File: src/rtl/sifh_pkg.sv
// Shared definitions for the SiFH histogram engine.
//  state_t  : engine FSM encoding
//  clog2    : ceiling log2 usable in parameter expressions
//  pix_w    : pixel index width, never below 1
//  sat_inc  : saturating increment for a w-bit counter
package sifh_pkg;

  typedef enum logic [2:0] {
    ST_IDLE  = 3'd0,
    ST_CLEAR = 3'd1,
    ST_ACQ   = 3'd2,
    ST_DRAIN = 3'd3,
    ST_PEAK  = 3'd4,
    ST_DONE  = 3'd5
  } state_t;

  function automatic int unsigned clog2(input int unsigned v);
    int unsigned r;
    r = 0;
    for (int unsigned i = 0; i < 32; i++) begin
      if ((64'd1 << i) < 64'(v)) r = i + 1;
    end
    return r;
  endfunction

  function automatic int unsigned pix_w(input int unsigned pixels);
    return (pixels <= 1) ? 1 : clog2(pixels);
  endfunction

  function automatic logic [31:0] sat_inc(input logic [31:0] v, input int unsigned w);
    logic [31:0] max_v;
    max_v = (32'd1 << w) - 32'd1;
    return (v >= max_v) ? max_v : v + 32'd1;
  endfunction

endpackage

File: src/rtl/sifh_peak_tracker.sv
// Running maximum / argmax over one pixel's bin stream.
//  clk, res            : clock, async active-low reset
//  clear               : drop running max and zero the result outputs
//  sample              : data/bin valid this cycle
//  emit                : this sample is the pixel's last bin; publish result
//  data, bin, pix      : sampled count, its bin, and the pixel being scanned
//  peak_valid          : one-cycle pulse with the published result
//  peak_pix/bin/count  : published result, held until the next emit/clear
module sifh_peak_tracker #(
  parameter int unsigned BIN_W  = 10,
  parameter int unsigned PIX_W  = 2,
  parameter int unsigned PEAK_W = 8
) (
  input  logic              clk,
  input  logic              res,
  input  logic              clear,
  input  logic              sample,
  input  logic              emit,
  input  logic [PEAK_W-1:0] data,
  input  logic [BIN_W-1:0]  bin,
  input  logic [PIX_W-1:0]  pix,
  output logic              peak_valid,
  output logic [PIX_W-1:0]  peak_pix,
  output logic [BIN_W-1:0]  peak_bin,
  output logic [PEAK_W-1:0] peak_count
);

  logic [PEAK_W-1:0] max_q;
  logic [BIN_W-1:0]  arg_q;
  logic              greater;
  logic [PEAK_W-1:0] cand_count;
  logic [BIN_W-1:0]  cand_bin;

  // Strict compare keeps the lowest bin on ties; max starts at 0 so an
  // empty histogram reports bin 0, count 0.
  always_comb begin
    greater    = sample && (data > max_q);
    cand_count = greater ? data : max_q;
    cand_bin   = greater ? bin  : arg_q;
  end

  always_ff @(posedge clk or negedge res) begin
    if (!res) begin
      max_q      <= '0;
      arg_q      <= '0;
      peak_valid <= 1'b0;
      peak_pix   <= '0;
      peak_bin   <= '0;
      peak_count <= '0;
    end else begin
      // Emit also restarts the tracker so the next pixel's bin 0 can be
      // sampled in the very next cycle.
      if (clear || emit) begin
        max_q <= '0;
        arg_q <= '0;
      end else if (greater) begin
        max_q <= data;
        arg_q <= bin;
      end
      peak_valid <= emit;
      if (emit) begin
        peak_pix   <= pix;
        peak_bin   <= cand_bin;
        peak_count <= cand_count;
      end else if (clear) begin
        peak_pix   <= '0;
        peak_bin   <= '0;
        peak_count <= '0;
      end
    end
  end

endmodule

File: src/rtl/sifh_hist_engine.sv
// Multi-pixel SPAD dToF histogram engine over an external 1R1W RAM.
//  clk, res                 : clock, async active-low reset
//  start, laser_sync        : frame start pulse, acquisition-end pulse
//  ts_valid/ts_ready        : timestamp handshake (ready only while acquiring)
//  ts_data, ts_pix          : timestamp and source pixel
//  ram_raddr/re/rdata       : RAM read port, data valid one cycle after re
//  ram_waddr/we/wdata       : RAM write port
//  peak_valid/pix/bin/count : per-pixel peak result
//  busy, done               : engine active, end-of-frame pulse
module sifh_hist_engine import sifh_pkg::*; #(
  parameter  int unsigned NP        = 10,
  parameter  int unsigned BIN_SHIFT = 0,
  parameter  int unsigned PIXELS    = 4,
  parameter  int unsigned PEAK_W    = 8,
  parameter  int unsigned ACQ_NUM   = 1024,
  localparam int unsigned BIN_W     = NP - BIN_SHIFT,
  localparam int unsigned PIX_W     = pix_w(PIXELS),
  localparam int unsigned ADDR_W    = PIX_W + BIN_W
) (
  input  logic              clk,
  input  logic              res,
  input  logic              start,
  input  logic              laser_sync,
  input  logic              ts_valid,
  output logic              ts_ready,
  input  logic [NP-1:0]     ts_data,
  input  logic [PIX_W-1:0]  ts_pix,
  output logic [ADDR_W-1:0] ram_raddr,
  output logic              ram_re,
  input  logic [PEAK_W-1:0] ram_rdata,
  output logic [ADDR_W-1:0] ram_waddr,
  output logic              ram_we,
  output logic [PEAK_W-1:0] ram_wdata,
  output logic              peak_valid,
  output logic [PIX_W-1:0]  peak_pix,
  output logic [BIN_W-1:0]  peak_bin,
  output logic [PEAK_W-1:0] peak_count,
  output logic              busy,
  output logic              done
);

  localparam int unsigned SYNC_W = clog2(ACQ_NUM) + 1;
  localparam logic [ADDR_W-1:0] LAST_ADDR = ADDR_W'((PIXELS << BIN_W) - 1);
  localparam logic [BIN_W-1:0]  LAST_BIN  = '1;
  localparam logic [PIX_W-1:0]  LAST_PIX  = PIX_W'(PIXELS - 1);
  localparam logic [SYNC_W-1:0] SYNC_LAST = SYNC_W'(ACQ_NUM - 1);

  state_t state, state_nxt;

  logic [ADDR_W-1:0] cnt;
  logic [SYNC_W-1:0] sync_cnt;
  logic              scan_done;
  logic              start_go;
  logic              accept;

  logic              s1_valid;
  logic [ADDR_W-1:0] s1_addr;
  logic [PEAK_W-1:0] s1_old;
  logic [PEAK_W-1:0] s1_wdata;
  logic              fwd_valid;
  logic [ADDR_W-1:0] fwd_addr;
  logic [PEAK_W-1:0] fwd_data;

  logic              rd_valid;
  logic [ADDR_W-1:0] rd_addr;

  assign start_go = (state == ST_IDLE) && start;
  assign accept   = (state == ST_ACQ) && ts_valid && (32'(ts_pix) < PIXELS);

  // State register
  always_ff @(posedge clk or negedge res) begin
    if (!res) state <= ST_IDLE;
    else      state <= state_nxt;
  end

  // Next-state logic
  always_comb begin
    state_nxt = state;
    case (state)
      ST_IDLE:  if (start) state_nxt = ST_CLEAR;
      ST_CLEAR: if (cnt == LAST_ADDR) state_nxt = ST_ACQ;
      ST_ACQ:   if (laser_sync && (sync_cnt == SYNC_LAST)) state_nxt = ST_DRAIN;
      ST_DRAIN: state_nxt = ST_PEAK;
      // Leave only once the last pixel's result has actually been published.
      ST_PEAK:  if (peak_valid && (peak_pix == LAST_PIX)) state_nxt = ST_DONE;
      ST_DONE:  state_nxt = ST_IDLE;
      default:  state_nxt = ST_IDLE;
    endcase
  end

  // Output logic
  always_comb begin
    ts_ready  = 1'b0;
    busy      = (state != ST_IDLE);
    done      = (state == ST_DONE);
    ram_re    = 1'b0;
    ram_raddr = '0;
    ram_we    = 1'b0;
    ram_waddr = '0;
    ram_wdata = '0;
    case (state)
      ST_CLEAR: begin
        ram_we    = 1'b1;
        ram_waddr = cnt;
      end
      ST_ACQ:   ts_ready = 1'b1;
      ST_PEAK: begin
        ram_re    = !scan_done;
        ram_raddr = cnt;
      end
      default: ;
    endcase
    if (accept) begin
      ram_re    = 1'b1;
      ram_raddr = {ts_pix, ts_data[NP-1:BIN_SHIFT]};
    end
    if (s1_valid) begin
      ram_we    = 1'b1;
      ram_waddr = s1_addr;
      ram_wdata = s1_wdata;
    end
  end

  // Clear/scan address counter, sync counter and scan-complete flag
  always_ff @(posedge clk or negedge res) begin
    if (!res) begin
      cnt       <= '0;
      sync_cnt  <= '0;
      scan_done <= 1'b0;
    end else begin
      case (state)
        ST_IDLE: if (start) begin
          cnt       <= '0;
          sync_cnt  <= '0;
          scan_done <= 1'b0;
        end
        ST_CLEAR: cnt <= (cnt == LAST_ADDR) ? '0 : cnt + 1'b1;
        ST_ACQ:   if (laser_sync) sync_cnt <= sync_cnt + 1'b1;
        ST_PEAK:  if (!scan_done) begin
          if (cnt == LAST_ADDR) scan_done <= 1'b1;
          else                  cnt       <= cnt + 1'b1;
        end
        default: ;
      endcase
    end
  end

  // The RAM is read-first, so a hit on the address written in the previous
  // cycle reads stale data; take the value just written instead.
  always_comb begin
    s1_old   = (fwd_valid && (fwd_addr == s1_addr)) ? fwd_data : ram_rdata;
    s1_wdata = PEAK_W'(sat_inc(32'(s1_old), PEAK_W));
  end

  // RMW pipeline and peak-scan read tracking
  always_ff @(posedge clk or negedge res) begin
    if (!res) begin
      s1_valid  <= 1'b0;
      s1_addr   <= '0;
      fwd_valid <= 1'b0;
      fwd_addr  <= '0;
      fwd_data  <= '0;
      rd_valid  <= 1'b0;
      rd_addr   <= '0;
    end else begin
      s1_valid  <= accept;
      s1_addr   <= {ts_pix, ts_data[NP-1:BIN_SHIFT]};
      fwd_valid <= s1_valid;
      fwd_addr  <= s1_addr;
      fwd_data  <= s1_wdata;
      rd_valid  <= (state == ST_PEAK) && !scan_done;
      rd_addr   <= cnt;
    end
  end

  sifh_peak_tracker #(
    .BIN_W (BIN_W),
    .PIX_W (PIX_W),
    .PEAK_W(PEAK_W)
  ) u_tracker (
    .clk       (clk),
    .res       (res),
    .clear     (start_go),
    .sample    (rd_valid),
    .emit      (rd_valid && (rd_addr[BIN_W-1:0] == LAST_BIN)),
    .data      (ram_rdata),
    .bin       (rd_addr[BIN_W-1:0]),
    .pix       (rd_addr[ADDR_W-1:BIN_W]),
    .peak_valid(peak_valid),
    .peak_pix  (peak_pix),
    .peak_bin  (peak_bin),
    .peak_count(peak_count)
  );

endmodule

File: config.mk
export PLATFORM = sky130hd
export DESIGN_NAME = sifh_hist_engine
export DESIGN_NICKNAME = d
export VERILOG_FILES = /design/src/rtl/sifh_pkg.sv /design/src/rtl/sifh_peak_tracker.sv /design/src/rtl/sifh_hist_engine.sv
export SDC_FILE = /design/constraint.sdc
export NUM_CORES = 1
export LEC_CHECK = 0
export CAP_MARGIN = 25
export CORE_MARGIN = 2
export CORE_UTILIZATION = 54
export DETAILED_ROUTE_END_ITERATION = 6
export GPL_ROUTABILITY_DRIVEN = 0
export MAX_ROUTING_LAYER = met4
export PLACE_DENSITY = 0.8
export SETUP_SLACK_MARGIN = 0.1
export SYNTH_ARGS = -nofsm -noshare
export SYNTH_HDL_FRONTEND = slang
export SYNTH_SLANG_ARGS = --single-unit
File: constraint.sdc
create_clock -name clk -period 5.5 [get_ports clk]
set_input_delay 1.65 -clock clk [delete_from_list [all_inputs] [get_ports clk]]
set_output_delay 1.65 -clock clk [all_outputs]
set_load 0.05 [all_outputs]
==> results.yml, run 1 <==
status:
  run_status: "finished clean"
finish:
  finalNetCount: 638
  finalInstanceArea_mm2: 0.00696
  insertedDiodeCount: 0
  finalNonFillerCells: 748
  num-fill-cells: 686
  ff_latch_area_mm2: 0.00283
  mostFrequentLayoutCell: "dfrtp_1"
  multi_input_area_mm2: 0.00234
  final_cell_mix: "dfrtp_1, nand2_1, clkdlybuf4s50_1"
  drive_above_1_share_pct: 14.5
  area.growth.synth_to_final_pct: 31.8
floorplan:
  core_mm2: 0.00964
  die-width_um: 103
  die-area_mm2: 0.0106
  die-height_um: 103
  rows: 36
  start_util_pct: 54.8
  io-pin-count: 83
run:
  maxCapViolations: 0
logic_synthesis:
  syn_nets: 547
  synth-seq-cells: 113
  synth_cell_types: 49
  synth_top_area_share_pct: 53.6
  yosysTopAreaCell: "dfrtp_1"
  yosys_warnings: 0
  syn_avg_cell_area_um2: 10.3
  synthCells: 511
  yosysSeqAreaShare_pct: 53.6
  synth_area_mm2: 0.00528
  async_reset_ff_share_pct: 100
  synth_area_leaders: "dfrtp_1, nand2_1, mux2i_1"
  ys.flop_type: "dfrtp_1"
  synth_edf_count: 0
global_routing:
  antenna_found_initial: 0
  grt-ovfl-total: 0
  grt_max_degree: 75
  grt_pass1_vias: 4314
  grt_pass1_wl_um: 20600
  track_usage_pct: 26.6
placed_design:
  io_buffer_count: 82
  place_hpwl_um: 8340
  placed_cells: 714
  placed_area_mm2: 0.00625
sta:
  rsz0062_at_grt: "false"
  max_freq_ghz: 0.186
  drv_slew: 0
  whs_ps: 418
  fin_crit_sh_pct: 97.9
  maxSlewHeadroom_pct: 26.3
  post-route-min-period_ps: 5380
  worstMarginPinSlew_ps: 1100
  setup_viol_count_final: 0
  fin_worst_skew_ps: 6.29
  hold_viol: 0
worst_setup_path:
  critPathMaxFanout: 4
  crit_type: "input pin to output port"
  crit_chain: "clkdlybuf4s50_1 -> mux2_4 -> ha_2 -> and3_4 -> buf_4 -> nand3b_1 -> o21ai_0 -> mux2i_1 -> and2_1 -> buf_12"
  critical_path_required_ps: 3850
  crit_arrival_ps: 3730
  critPathMaxStageDelay_ps: 430
  critical-path-slowest-cell: "clkdlybuf4s50_1"
  cp-end-kind: "output port"
  startpoint_type: "input pin"
detailed_routing:
  routedWlPerCell_um: 17.4
  vias_per_cell: 5.58
  drtIter0Drc: 222
  via_count: 4172
  first_pass_iters: 4
  wl_met2_um: 6930
  wl_met3_um: 592
  final_antenna_net_count: 0
  drt-met1-wl_um: 5240
  top_layer_used: "met4"
  drc_errors: 0
  wl_um: 13000
power:
  pwr-share-comb_pct: 24.4
  power.share.switching_pct: 33.3
  p_seq_share_pct: 34.3
  leakagePower_nw: 3.25
  clkPwrFrac_pct: 41.4
  ir_drop_mv: 0.389
  power_density_mw_per_mm2: 420
  p_switching_uw: 974
  p_int_mw: 1.95
clocking:
  cts.reportedPaths.clkPinSlew_ps: 60
  h-tree-depth: 4
  insertion_delay_ps: 510
  cts_tree: "done"
  cts-root-buf: "clkbuf_8"
  cts_buffers: 17
  cts_max_path_buffers: 2
  postCtsHoldBufs: 0
  cts.sinks: 113
hold_path:
  min-delay-path-class: "flop to flop"
==> cells by family after synthesis <==
| kind of cell | after synthesis | synth area share, % |
|---|---|---|
| xor gates and xnor gates | 33 | 5.47 |
| buffers and inverters | 34 | 2.84 |
| adders and majority gates | 11 | 2.61 |
| AOI/OAI and AO/OA | 76 | 9.12 |
| muxes | 30 | 5.83 |
| and+or+nand+nor | 214 | 20.6 |
| DFF | 113 | 53.6 |
==> stage by stage <==
step,setup WS (ps),setup TNS (ps),total power [mW],util [%]
6_report,117,0,2.93,72.2
5_1_grt,61.3,0,3.05,72.2
4_1_cts,128,0,2.93,71.9
3_5_place_dp,-22.9,-22.9,1.71,64.9
3_3_place_gp,25.4,0,1.69,64.6
2_1_floorplan,489,0,1.50,-
==> per-layer routing <==
layer  global-route usage, %  vias to the layer above
li1                        -                     1953
met1                    30.0                     2042
met2                    45.2                      149
met3                    7.59                       28
met4                    9.51                        0
met5                       -                        -
==> path summary, 6_finish.rpt <==
check	from	endpoint	slack [ps]	cells past startpoint
max reg2reg	s1_addr[0]	fwd_data[6]	2660	12
max	ram_rdata[1]	ram_wdata[4]	120	10
min in group asynchronous	res	u_tracker.peak_count[6]	990	1
min	s1_addr[10]	fwd_addr[10]	420	0
min reg2reg	s1_addr[10]	fwd_addr[10]	420	0
max in group asynchronous	res	rd_addr[0]	3500	3
==> flip-flops by register name (all words and copies together) (netlist names) <==
signal,count
fwd_addr,12
u_tracker.peak_count,8
state,3
s1_valid,1
u_tracker.peak_pix,2
scan_done,1
cnt,12
s1_addr,12
rd_addr,12
rd_valid,1
fwd_valid,1
u_tracker.arg_q,10
u_tracker.max_q,8
fwd_data,8
u_tracker.peak_bin,10
sync_cnt,11
u_tracker.peak_valid,1
==> layout make-up <==
type                       count  share of cell area (%)
timing repair buffer          94                    13.4
clock buffer                  18                    6.15
tap                          133                    2.39
inverter                      12                   0.647
multi-input combinational    364                    33.6
sequential                   113                    40.6
clock inverter                14                    3.24
==> critical path, delay by kind of cell <==
| kind | cells | cell delay (ps) |
|---|---|---|
| buffers and inverters | 3 | 720 |
| adders and majority gates | 1 | 190 |
| muxes | 2 | 490 |
| AOI/OAI and AO/OA | 1 | 150 |
| and+or+nand+nor | 3 | 520 |
==> power by group through the flow <==
stage	clock network (mW)	registers, mW	logic, mW
2_1_floorplan	0	0.958	0.541
3_3_place_gp	0	1.01	0.683
3_5_place_dp	0	1.01	0.701
4_1_cts	1.22	1.00	0.713
5_1_grt	1.26	1.02	0.775
6_report	1.21	1.00	0.713
==> cell usage after synthesis (3+ instances only) <==
master / instances
dfrtp_1: 113
nand2_1: 71
nor2_1: 46
nand3_1: 38
mux2i_1: 24
o21ai_1: 21
o21ai_0: 20
xor2_1: 20
xnor2_1: 13
a22o_1: 12
clkbuf_1: 12
inv_1: 12
nand4_1: 12
ha_1: 11
and3_1: 10
and2_1: 9
a21oi_1: 6
buf_2: 6
o21a_1: 5
buf_4: 4
nand3b_1: 4
a21o_1: 3
mux2_1: 3
mux2_2: 3
nand2b_1: 3
or2_1: 3
==> timing repair <==
item / CTS / global route
buffers inserted: 0 / 2
endpoints found under the setup margin: 5 / 2
gates resized for setup: 6 / 6
cloned: 0 / 0
pin swaps: 1 / 1
Power figures use the tool's default switching activity.
==> inputs of run 2 (changes only) <==
CTS_CLUSTER_DIAMETER = 30   (was not set)
REMOVE_ABC_BUFFERS = 1   (was not set)
==> run 2 against run 1 <==
The flow now finishes with violations (DRC); wire length decreased by 2.8%; clock skew increased by 3.4 ps; first-iteration DRC count decreased by 24%; critical endpoint is now ram_wdata[3]; largest cell class unchanged; largest power group unchanged.
==> results.yml, run 2 (synthesis results as in run 1) <==
sta:
  maxSlewHeadroom_pct: 36.0
  drv_slew: 0
  setup_viol_count_final: 0
  fin_worst_skew_ps: 9.71
  rsz0062_at_grt: "true"
  fin_crit_sh_pct: 96.9
  worstMarginPinSlew_ps: 958
  post-route-min-period_ps: 5330
  fin_tns_setup_ps: 0
  max_freq_ghz: 0.188
  hold_viol: 0
detailed_routing:
  drtIter0Drc: 169
  final_antenna_net_count: 0
  routedWlPerCell_um: 16.8
  drc_errors: 1
  wl_um: 12700
  via_count: 4145
  first_pass_iters: 7
  vias_per_cell: 5.51
floorplan:
  start_util_pct: 54.8
  die-width_um: 103
  core_mm2: 0.00964
  die-area_mm2: 0.0106
  die-height_um: 103
  rows: 36
  io-pin-count: 83
worst_setup_path:
  critPathMaxFanout: 3
  crit_chain: "clkdlybuf4s50_1 -> mux2_2 -> ha_4 -> and3_4 -> nand3_2 -> buf_4 -> nand2_1 -> mux2_1 -> and2_1 -> buf_4"
  crit_type: "input pin to output port"
  crit_family: "buffers and inverters"
  critical-path-slowest-cell: "clkdlybuf4s50_1"
  crit_arrival_ps: 3680
  startpoint_type: "input pin"
  crit_buf_inv: 3
  rr_worst_depth: 12
  crit_top_cell: "buf_4"
  path_depth: 10
  critical_path_required_ps: 3850
  critPathMaxStageDelay_ps: 420
  cp-end-kind: "output port"
clocking:
  cts.sinks: 113
  cts-root-buf: "clkbuf_8"
  h-tree-depth: 4
  insertion_delay_ps: 520
  cts_buffers: 17
  cts_tree: "done"
  cts_max_path_buffers: 2
  postCtsHoldBufs: 0
  cts.reportedPaths.clkPinSlew_ps: 50
global_routing:
  track_usage_pct: 25.8
  antenna_found_initial: 0
  grt-ovfl-total: 0
  grt_pass1_vias: 4280
  grt_max_degree: 85
  grt_pass1_wl_um: 20100
finish:
  insertedDiodeCount: 0
  finalNonFillerCells: 752
  area.growth.synth_to_final_pct: 32.4
  multi_input_area_mm2: 0.00234
  mostFrequentLayoutCell: "dfrtp_1"
  drive_above_1_share_pct: 14.9
  ff_latch_area_mm2: 0.00283
  finalNetCount: 644
  num-fill-cells: 689
  final_cell_mix: "dfrtp_1, nand2_1, clkdlybuf4s50_1"
  fin_util_pct: 72.5
power:
  clkPwrFrac_pct: 40.2
  ir_drop_mv: 0.433
  p_int_mw: 1.95
  power.share.switching_pct: 32.4
  pwr-share-comb_pct: 24.9
  power_density_mw_per_mm2: 412
  leakagePower_nw: 3.29
  p_switching_uw: 932
  p_seq_share_pct: 34.9
status:
  violations: "DRC"
  run_status: "finished, violations left"
hold_path:
  holdPathStages: 0
  min-delay-path-class: "flop to flop"
placed_design:
  placed_cells: 716
  place_hpwl_um: 8100
  io_buffer_count: 82
run:
  maxCapViolations: 0
==> run 2: cell count changes in the layout (fill, tap and decap cells not counted), sizes merged <==
cell and change:
buf +6, bufinv -1, clkbuf +4, clkinv +1, clkinvlp -2, inv -4
==> run 2: cell type report <==
| cell class | instances | share of cell area (%) |
|---|---|---|
| Inverter | 12 | 0.644 |
| Multi-Input combinational cell | 364 | 33.5 |
| Timing Repair Buffer | 100 | 14.0 |
| Sequential cell | 113 | 40.5 |
| Tap cell | 133 | 2.38 |
| Clock buffer | 22 | 6.91 |
| Clock inverter | 8 | 2.15 |
==> run 2: worst paths after layout <==
path | start | endpoint | slack [ps]
setup / recovery | ram_rdata[1] | ram_wdata[3] | 170
hold / removal | s1_addr[9] | fwd_addr[9] | 410
setup reg to reg | s1_addr[1] | fwd_data[6] | 2490
hold reg to reg | s1_addr[9] | fwd_addr[9] | 410
max in group asynchronous | res | u_tracker.peak_pix[1] | 3600
min in group asynchronous | res | u_tracker.peak_count[7] | 1120
==> run 2: stage by stage <==
| stage | total power, mW | cell area (µm²) | setup WS, ps | hold WS, ps |
|---|---|---|---|---|
| CTS | 2.88 | 6890 | 114 | 415 |
| finish | 2.88 | 6990 | 172 | 414 |
| global placement | 1.69 | 6250 | 91.2 | 399 |
| detailed placement | 1.71 | 6250 | 62.5 | 406 |
| global route | 3.01 | 6990 | 61.2 | 433 |
| floorplan | 1.47 | 5170 | 489 | 392 |
==> run 2: power groups by stage <==
| stage | Combinational (mW) | Sequential, mW | Clock (mW) |
|---|---|---|---|
| CTS | 0.711 | 1.00 | 1.17 |
| floorplan | 0.484 | 0.988 | 0 |
| global placement | 0.682 | 1.01 | 0 |
| global route | 0.783 | 1.02 | 1.21 |
| detailed placement | 0.699 | 1.01 | 0 |
| finish | 0.718 | 1.00 | 1.16 |
==> run 2: layer usage <==
metal,global-route usage (%),vias to the layer above,wire [µm]
met5,-,-,0
met4,10.0,0,298
met3,5.76,27,567
met2,42.8,127,6610
met1,30.8,2036,5200
li1,-,1955,-
==> run 2: repair_timing <==
action	in CTS	in global routing
buffers inserted	0	4
gates resized for setup	4	8
pin swaps	0	6
endpoints found under the setup margin	4	8
==> inputs of run 3 (changes only) <==
SKIP_CTS_REPAIR_TIMING = 1   (was not set)
clock period = 5 ns   (was 5.5 ns; I/O delays follow)
==> run 3 against run 2 <==
The flow finishes with violations (setup timing); die area did not move; final cell count rose by 1.1%; sequential power is 11% higher; clock-buffer cell count fell by 4.
==> results.yml, run 3 (synthesis results as in run 1) <==
finish:
  area.growth.synth_to_final_pct: 36.8
  drive_above_1_share_pct: 18.0
  fin_util_pct: 75.0
  final_cell_mix: "dfrtp_1, nand2_1, clkdlybuf4s50_1"
  finalNonFillerCells: 760
  insertedDiodeCount: 0
  mostFrequentLayoutCell: "dfrtp_1"
  multi_input_area_mm2: 0.00242
  finalNetCount: 650
  num-fill-cells: 655
  ff_latch_area_mm2: 0.00283
detailed_routing:
  vias_per_cell: 5.72
  drtIter0Drc: 140
  final_antenna_net_count: 0
  first_pass_iters: 5
  drc_errors: 0
  routedWlPerCell_um: 18.1
  via_count: 4344
  wl_um: 13700
sta:
  fin_worst_skew_ps: 7.42
  fin_crit_sh_pct: 100
  drv_slew: 0
  maxSlewHeadroom_pct: 33.3
  setup_slack_ps: -15.2
  rsz0062_at_grt: "true"
  post-route-min-period_ps: 5020
  max_freq_ghz: 0.199
  worstMarginPinSlew_ps: 1000
  hold_viol: 0
  setup_viol_count_final: 2
global_routing:
  antenna_found_initial: 0
  grt_max_degree: 67
  grt_pass1_vias: 4474
  grt_pass1_wl_um: 21500
  grt-ovfl-total: 0
  track_usage_pct: 27.6
floorplan:
  die-area_mm2: 0.0106
  die-width_um: 103
  die-height_um: 103
  rows: 36
  start_util_pct: 54.8
  core_mm2: 0.00964
  io-pin-count: 83
hold_path:
  min_from: "s1_addr[4]"
  min-delay-path-class: "flop to flop"
power:
  power.share.switching_pct: 34.8
  fin_total_pwr_mw: 3.12
  p_seq_share_pct: 35.5
  leakagePower_nw: 3.35
  p_switching_mw: 1.08
  clkPwrFrac_pct: 37.7
  ir_drop_mv: 0.412
  pwr-share-comb_pct: 26.8
  power_density_mw_per_mm2: 431
  p_int_mw: 2.03
status:
  run_status: "finished, violations left"
  violations: "setup timing"
clocking:
  cts-root-buf: "clkbuf_8"
  insertion_delay_ps: 510
  cts.sinks: 113
  cts_tree: "done"
  cts.reportedPaths.clkPinSlew_ps: 60
  cts_max_path_buffers: 2
  h-tree-depth: 4
  cts_buffers: 17
placed_design:
  placed_cells: 723
  place_hpwl_um: 8830
  dp_slack_ps: -133
  io_buffer_count: 82
worst_setup_path:
  crit_type: "input pin to output port"
  critPathMaxFanout: 3
  startpoint_type: "input pin"
  r2r-end: "fwd_data[6]"
  rr_worst_depth: 12
  cp-end-kind: "output port"
  r2r_slack_ps: 2220
  r2r-start: "s1_addr[8]"
  crit_arrival_ps: 3520
  cp-startpoint: "ram_rdata[1]"
  critical_path_required_ps: 3500
  endpoint: "ram_wdata[6]"
run:
  maxCapViolations: 0
==> run 3: changes by cell type in the layout (fill, tap and decap cells not counted), moves of 3 or more <==
cell      before  now
buf_12         5   16
clkbuf_8       6    2
buf_4         32   24
nand3_1       37   34
clkinv_4       1    5
mux2_2         4    0
mux2_4         0    6
==> run 3: final cells by class <==
class                           count  share of cell area [%]
Clock buffer                       18                    5.92
Sequential cell                   113                    39.1
Clock inverter                     14                    2.15
Timing Repair Buffer              106                    16.3
Multi-Input combinational cell    364                    33.6
Tap cell                          133                    2.30
Inverter                           12                   0.623
==> run 3: critical path, cell delays in order <==
cell             delay [ps]
clkdlybuf4s50_1         440
mux2_4                  300
ha_4                    170
and3_4                  210
nand3_2                 100
nor2_2                   40
mux2_4                  250
mux2i_2                 180
and2_4                  180
buf_12                  130
==> run 3: stage by stage <==
step	hold slack (ps)	TNS, ps	area [µm²]
2_1_floorplan	392	0	5170
3_3_place_gp	401	-338	6450
3_5_place_dp	405	-615	6450
4_1_cts	417	-784	7030
5_1_grt	432	-634	7230
6_report	419	-27.3	7230
==> run 3: worst min path at each step <==
| stage | to | slack [ps] | cells after the start |
|---|---|---|---|
| after global placement | fwd_addr[3] | 400 | 0 |
| after floorplan | fwd_addr[0] | 390 | 0 |
| after global routing | fwd_addr[4] | 430 | 0 |
| after CTS | fwd_addr[4] | 420 | 0 |
| final | fwd_addr[4] | 420 | 0 |
| after detailed placement | fwd_addr[8] | 400 | 0 |
==> run 3: per-layer routing <==
metal	global-route usage (%)	routed length, µm	up-vias	share of wire, %
li1	-	-	1974	-
met1	31.7	5260	2156	38
met2	46.9	7310	175	53
met3	6.17	719	39	5.2
met4	11.4	442	0	3.2
met5	-	0	-	0
==> run 3: power groups by stage <==
stage                     logic [mW]  clock network, mW  registers, mW
after detailed placement       0.811                  0           1.12
after CTS                      0.817               1.18           1.10
after global routing           0.904               1.24           1.12
after floorplan                0.532                  0           1.09
final                          0.835               1.17           1.11
after global placement         0.785                  0           1.11
